<file path="config.mk">
export PLATFORM = sky130hd
export DESIGN_NAME = serial_subtractor_ctrl
export DESIGN_NICKNAME = d
export VERILOG_FILES = /design/src/rtl/serial_subtractor_ctrl.sv
export SDC_FILE = /design/constraint.sdc
export NUM_CORES = 1
export LEC_CHECK = 0
export ABC_AREA = 1
export BUFFER_PORTS_ARGS = -buffer_cell sky130_fd_sc_hd__clkbuf_2
export CAP_MARGIN = 10
export CORE_ASPECT_RATIO = 2
export CORE_MARGIN = 5
export CORE_UTILIZATION = 54
export CTS_CLUSTER_SIZE = 25
export DETAILED_ROUTE_END_ITERATION = 12
export HOLD_SLACK_MARGIN = 0.12
export PLACE_DENSITY_LB_ADDON = 0.12
export SYNTH_ARGS = -nofsm -noshare
export SYNTH_HDL_FRONTEND = slang
export SYNTH_SLANG_ARGS = --single-unit
</file>
<file path="constraint.sdc">
create_clock -name clk -period 1.55 [get_ports clk]
set_input_delay 0.155 -clock clk [delete_from_list [all_inputs] [get_ports clk]]
set_output_delay 0.155 -clock clk [all_outputs]
set_load 0.02 [all_outputs]
</file>
<file path="src/rtl/serial_subtractor_ctrl.sv">
// ---------------------------------------------------------------------------
// serial_subtractor_ctrl
//
// Computes D = A - B - Bin (modulo 2^WIDTH) with a single 1-bit full
// subtractor cell. The cell is stepped one bit per clock, LSB first. The
// borrow is kept in a register between bits, so this block stands in for a
// WIDTH-cell ripple chain. Operands arrive through a valid/ready handshake
// and the result leaves through a second valid/ready handshake.
//
// Timing: the result appears WIDTH+1 clocks after the operand handshake.
// At most one operation is in flight. Operand requests made while busy or
// while a result is pending are ignored; they are not queued.
//
// Parameters
//   WIDTH      operand/result width, 2..32
//
// Ports
//   clk        in   rising-edge clock
//   rst_n      in   asynchronous active-low reset
//   in_valid   in   operand request
//   in_ready   out  operands can be accepted (IDLE only)
//   a, b       in   minuend / subtrahend, sampled on in_valid & in_ready
//   bin        in   initial borrow-in, sampled with a/b
//   out_valid  out  result available (DONE only)
//   out_ready  in   consumer accepts the result
//   diff       out  difference, stable while out_valid
//   bout       out  borrow out of the MSB (1 = A < B + Bin, unsigned)
//   busy       out  high while bits are being processed
//   ovf        out  signed overflow flag (only when SERIAL_SUB_OVF_EN defined)
//
// Build option
//   SERIAL_SUB_OVF_EN : adds the ovf output and the latched operand MSBs.
// ---------------------------------------------------------------------------
module serial_subtractor_ctrl #(
  parameter int WIDTH = 8
) (
  input  logic             clk,
  input  logic             rst_n,
  input  logic             in_valid,
  output logic             in_ready,
  input  logic [WIDTH-1:0] a,
  input  logic [WIDTH-1:0] b,
  input  logic             bin,
  output logic             out_valid,
  input  logic             out_ready,
  output logic [WIDTH-1:0] diff,
  output logic             bout,
  output logic             busy
`ifdef SERIAL_SUB_OVF_EN
  ,
  output logic             ovf
`endif
);

  localparam int CNT_W = (WIDTH > 1) ? $clog2(WIDTH) : 1;
  localparam logic [CNT_W-1:0] LAST_BIT = CNT_W'(WIDTH - 1);

  typedef enum logic [1:0] {
    ST_IDLE = 2'd0,
    ST_RUN  = 2'd1,
    ST_DONE = 2'd2
  } state_e;

  // Full-subtractor cell: difference bit.
  function automatic logic sub_diff(input logic a_i, input logic b_i, input logic bw_i);
    return a_i ^ b_i ^ bw_i;
  endfunction

  // Full-subtractor cell: borrow out.
  function automatic logic sub_borrow(input logic a_i, input logic b_i, input logic bw_i);
    return (~a_i & b_i) | (~(a_i ^ b_i) & bw_i);
  endfunction

  state_e             state_q, state_d;
  logic [WIDTH-1:0]   a_sh_q, a_sh_d;
  logic [WIDTH-1:0]   b_sh_q, b_sh_d;
  logic [WIDTH-1:0]   diff_q, diff_d;
  logic [CNT_W-1:0]   cnt_q, cnt_d;
  logic               brw_q, brw_d;
  logic               bout_q, bout_d;
  logic               in_ready_q, in_ready_d;
  logic               out_valid_q, out_valid_d;
  logic               busy_q, busy_d;
  logic               d_bit_s;
  logic               brw_next_s;
`ifdef SERIAL_SUB_OVF_EN
  logic               a_msb_q, a_msb_d;
  logic               b_msb_q, b_msb_d;
  logic               ovf_q, ovf_d;
`endif

  // Next-state, datapath and output computation.
  always_comb begin
    state_d     = state_q;
    a_sh_d      = a_sh_q;
    b_sh_d      = b_sh_q;
    diff_d      = diff_q;
    cnt_d       = cnt_q;
    brw_d       = brw_q;
    bout_d      = bout_q;
`ifdef SERIAL_SUB_OVF_EN
    a_msb_d     = a_msb_q;
    b_msb_d     = b_msb_q;
    ovf_d       = ovf_q;
`endif
    d_bit_s     = sub_diff(a_sh_q[0], b_sh_q[0], brw_q);
    brw_next_s  = sub_borrow(a_sh_q[0], b_sh_q[0], brw_q);

    case (state_q)
      ST_IDLE: begin
        if (in_valid && in_ready_q) begin
          state_d = ST_RUN;
          a_sh_d  = a;
          b_sh_d  = b;
          brw_d   = bin;
          cnt_d   = '0;
`ifdef SERIAL_SUB_OVF_EN
          a_msb_d = a[WIDTH-1];
          b_msb_d = b[WIDTH-1];
`endif
        end else begin
          state_d = ST_IDLE;
        end
      end

      ST_RUN: begin
        // The new difference bit enters at the MSB; after WIDTH shifts the
        // first (LSB) bit has reached diff[0].
        a_sh_d = {1'b0, a_sh_q[WIDTH-1:1]};
        b_sh_d = {1'b0, b_sh_q[WIDTH-1:1]};
        diff_d = {d_bit_s, diff_q[WIDTH-1:1]};
        brw_d  = brw_next_s;
        if (cnt_q == LAST_BIT) begin
          state_d = ST_DONE;
          cnt_d   = '0;
          bout_d  = brw_next_s;
`ifdef SERIAL_SUB_OVF_EN
          // d_bit_s on the last step is the result MSB.
          ovf_d   = (a_msb_q != b_msb_q) && (d_bit_s != a_msb_q);
`endif
        end else begin
          state_d = ST_RUN;
          cnt_d   = cnt_q + CNT_W'(1);
        end
      end

      ST_DONE: begin
        if (out_ready) begin
          state_d = ST_IDLE;
        end else begin
          state_d = ST_DONE;
        end
      end

      default: begin
        state_d = ST_IDLE;
      end
    endcase

    // Handshake flags are registered copies of the next state.
    in_ready_d  = (state_d == ST_IDLE);
    out_valid_d = (state_d == ST_DONE);
    busy_d      = (state_d == ST_RUN);
  end

  // State and datapath registers.
  always_ff @(posedge clk or negedge rst_n) begin
    if (!rst_n) begin
      state_q     <= ST_IDLE;
      a_sh_q      <= '0;
      b_sh_q      <= '0;
      diff_q      <= '0;
      cnt_q       <= '0;
      brw_q       <= 1'b0;
      bout_q      <= 1'b0;
      in_ready_q  <= 1'b1;
      out_valid_q <= 1'b0;
      busy_q      <= 1'b0;
`ifdef SERIAL_SUB_OVF_EN
      a_msb_q     <= 1'b0;
      b_msb_q     <= 1'b0;
      ovf_q       <= 1'b0;
`endif
    end else begin
      state_q     <= state_d;
      a_sh_q      <= a_sh_d;
      b_sh_q      <= b_sh_d;
      diff_q      <= diff_d;
      cnt_q       <= cnt_d;
      brw_q       <= brw_d;
      bout_q      <= bout_d;
      in_ready_q  <= in_ready_d;
      out_valid_q <= out_valid_d;
      busy_q      <= busy_d;
`ifdef SERIAL_SUB_OVF_EN
      a_msb_q     <= a_msb_d;
      b_msb_q     <= b_msb_d;
      ovf_q       <= ovf_d;
`endif
    end
  end

  assign in_ready  = in_ready_q;
  assign out_valid = out_valid_q;
  assign busy      = busy_q;
  assign diff      = diff_q;
  assign bout      = bout_q;
`ifdef SERIAL_SUB_OVF_EN
  assign ovf       = ovf_q;
`endif

endmodule

</file>
# After elaboration in Yosys (flattened, before gate mapping)
# Cells that the tools add are included.
# totals
input_bits	21
word_cells	43
ff_bits	34
output_inout_bits	12
# op_classes
n_addsub	1
n_bitwise	7
eq_ne	6
n_mux	13
reduce_logical	6
# ops
operator	count
8-bit one-hot mux with 2 select lines	2
8-bit two-way mux	2
3-bit two-way mux	2
2-bit one-hot mux with 3 select lines	1
3-bit one-hot mux with 2 select lines	1
2-bit by 1-bit equality test with 1-bit output (second input constant)	2
2-bit equality test (second input constant)	2
2-bit zero test	2
2-bit two-way mux	2
2-bit AND reduction	2
3-bit by 1-bit adder with 3-bit output (second input constant)	1
3-bit equality test (second input constant)	1
1-bit AND	2
1-bit two-way mux	2
2-bit != test (second input constant)	1
1-bit NOT	2
1-bit one-hot mux with 2 select lines	1
2-bit nonzero test	1
1-bit XOR	2
1-bit logical AND	1
1-bit OR	1

# Logic depth before layout (Yosys ltp)
# logic_depth
depth_word	5
depth_mapped	7

# Worst setup path before layout
# OpenSTA, ideal clock, no wires.
# synth_path
kind	reg-to-reg
from	reg in_ready_q, in the netlist in_ready
to	reg a_sh_q[2]
stages_incl_launch_ff	6
synth_period_minus_slack_ns	1.228
path_slack_ns	0.322
t_arrival_ns	1.162
path_buffers	1
required_ns	1.485
setup_ns	0.065
path_cell_list	dfstp_2 nand2_1 a21oi_2 buf_6 nand2_1 nand2_1
# synth_via
elab_chain_len	3
# synth_rtl
element	line_no	text
start: declaration	81	logic in_ready_q, in_ready_d;
start signal: assignment	192	in_ready_q <= in_ready_d;
1-bit logical AND	111	if (in_valid && in_ready_q) begin
2-bit != test (no line)	--	
2-bit AND reduction (no line)	--	
end signal: assignment	186	a_sh_q <= a_sh_d;
end: declaration	75	logic [WIDTH-1:0] a_sh_q, a_sh_d;
# No other way between the ends.
# A chain may end at the register's enable or synchronous reset.

# Final worst setup path
# layout_path
from	reg in_ready_q, in the netlist in_ready
to	reg b_sh_q[4]
# layout_via
elab_chain_len	3
# layout_rtl
element	line_no	text
1-bit logical AND	111	
2-bit != test (no line)	--	
2-bit AND reduction (no line)	--	
end signal: assignment	187	b_sh_q <= b_sh_d;
end: declaration	76	logic [WIDTH-1:0] b_sh_q, b_sh_d;
# No other way between the ends.

==> metrics <==
WS Path Type=reg -> reg; status=complete, no violations; Slew @ Worst Pin=0.423 ns; Clock Skews=0.00231 ns; placed cell count=255; Clock transition at path regs=0.07 ns; fraction of layout cells with a size suffix above 1=21.6%; die height=87.9 um; P per Cell Area=2140 mW/mm2; net switching power=1760 uW; gpl congestion=0.757; Leak=0.00108 uW; synth unique cells=17; CP startpoint=in_ready$_DFF_PN1_; CP Capture Type=flip-flop; Max Buffers Root-to-Sink=2; cells after synthesis=197; Synth Area per Inst=8.31 um2; Clk pwr share=16.1%; Synthesis Warnings=0; routed len/inst=12.9 um; Final Max Slew Viols=0; CTS Sinks=34; share of total power in sequential cells=37.8%; nets=259; worst reg2reg path startpoint=in_ready$_DFF_PN1_; Final HPWL DP=2370 um; vias in the first global route=1486; Comb pwr share=46.1%; post-route cell area=0.00192 mm2; Die Wd=48.9 um; Worst IR Drop VDD=1.31 mV; postcts setup bufs=0; crit path DAT=1.43 ns; post-synth net total=221; final worst path period need=1.27 ns; Antenna Nets Post-Route=0; gr usage total=18.1%; I/O Pins=33; CTS tree=yes; Multi-input gate area=658 um2; commonest non-fill, non-tap cells in the layout=84 x nand2_1, 37 x nand3_1, 33 x dfrtp_1; TritonRoute pass-1 iters=4; MaxCap Viol Count=0; post-route insts no fill=266; final setup fails=0; initial antenna violation count=0; Sw Ratio=42.9%; Root Buffer=clkbuf_8; Post-DP Area=0.00179 mm2; Hold WS=0.149 ns; initial DRC count=42; P&R area growth vs syn=17.0%; RSZ-0062 raised after global routing=no; CP Launch Type=flip-flop; total wire length=3430 um; global-route wire length before repair=6200 um; # DRC=0; Core Area=0.00294 mm2; final period utilization=81.6%; fin util=65.1%; number of diodes=0; most common cell after layout, fill and taps aside=nand2_1; Max FO, Critical Path=22; Slew headroom=71.8%; Hold Vio Cnt, Final=0; GR Overflow Total=0; register area share after synthesis=52.0%; # fillers=273; Starting Density=55.7%; Num CTS Buffers=5; Port Buffers=32; fmax=790 MHz; largest net degree at the start of global routing=47; setup TNS=0 ns; H-tree levels=2; die footprint=0.00430 mm2; floorplan row count=28; routed vias/inst=5.24; FF+latch count, synth=34; Required @ worst endpoint=1.72 ns; min-delay src=a[7]; synthesized area=0.00164 mm2; P_int=2330 uW; clock latency on the worst-skew pair=0.28 ns; Register Area=852 um2; via count=1394; Hold Path Class=in -> reg
## per-layer routing
layer  vias up  wire [um]  global-route usage (%)
met1       651       1380                    18.7
met3         6        172                    5.11
met5         -          0                       0
met2        33       1810                    33.6
li1        704          -                       -
met4         0         57                    7.35
## registers in the layout, summed over array words and instances, names as in the netlist
| signal | cells |
|---|---|
| busy | 1 |
| b_sh_q | 8 |
| brw_q | 1 |
| in_ready | 1 |
| state_q | 2 |
| bout | 1 |
| cnt_q | 3 |
| diff | 8 |
| a_sh_q | 8 |
| out_valid | 1 |
## synth_stat cells
cell     count  area share [%]
buf_4        3             1.4
nand3_1     37              11
a21oi_2      1            0.53
ha_1         2             1.5
nand2_8      1             1.2
nor3_1       1            0.31
buf_6        5             3.4
inv_1        7             1.6
inv_2        2            0.46
nor2_1       5             1.1
dfrtp_1     33              50
dfstp_2      1             1.6
o31ai_1      2            0.92
nand2_1     84              19
fa_1         1             1.2
buf_2        3            0.92
o21ai_0      9             2.7
## per-stage QoR
stage	setup slack (ns)	power, uW
6_report	0.285	4090
5_1_grt	0.136	4520
4_1_cts	0.275	4150
3_5_place_dp	0.300	3460
3_3_place_gp	0.339	3370
2_1_floorplan	0.322	3060
## path summary, 6_finish.rpt
check                                         to  slack, ns  cells past startpoint
max reg2reg                b_sh_q[4]$_DFFE_PN0P_       0.28                      6
min in group asynchronous   cnt_q[1]$_DFFE_PN0P_       0.43                      3
max                        b_sh_q[4]$_DFFE_PN0P_       0.28                      6
min reg2reg                     bout$_DFFE_PN0P_       0.50                      2
max in group asynchronous     in_ready$_DFF_PN1_       0.78                      3
min                        a_sh_q[7]$_DFFE_PN0P_       0.15                      3
## cell families (layout without fill, tap and decap cells)
logic type,after synthesis,in the layout,share of synthesized area [%]
AO/OA/AOI/OAI,12,12,4.20
buffers and inverters,20,59,7.79
adder cells (fa/ha/maj),3,3,2.75
AND/OR/NAND/NOR,128,128,33.2
flip-flops,34,34,52.0
## area by class of cell
type | count | area share (%)
Clock buffer | 7 | 4.51
Clock inverter | 1 | 0.261
Sequential cell | 34 | 44.5
Inverter | 9 | 1.76
Multi-Input combinational cell | 143 | 34.4
Tap cell | 30 | 1.96
Timing Repair Buffer | 42 | 12.7
## worst max-delay path, cell delays in order, from the launching register on
cell	delay, ns
dfstp_2	0.54
nand2_1	0.07
inv_1	0.10
nand2_1	0.05
buf_4	0.21
nand3_1	0.11
nand2_1	0.07
## what timing repair did
| action | 4_1_cts | 5_1_grt |
|---|---|---|
| gates resized for setup | 0 | 0 |
| endpoints found under the hold margin | 36 | 0 |
| hold buffers | 3 | 0 |
## power groups by stage
| stage | registers, uW | logic [uW] | clock network [uW] |
|---|---|---|---|
| 2_1_floorplan | 1660 | 1400 | 0 |
| 3_3_place_gp | 1540 | 1830 | 0 |
| 3_5_place_dp | 1560 | 1900 | 0 |
| 4_1_cts | 1550 | 1920 | 680 |
| 5_1_grt | 1600 | 2190 | 731 |
| 6_report | 1550 | 1890 | 660 |
No activity file was read; power rests on OpenSTA's default activity.
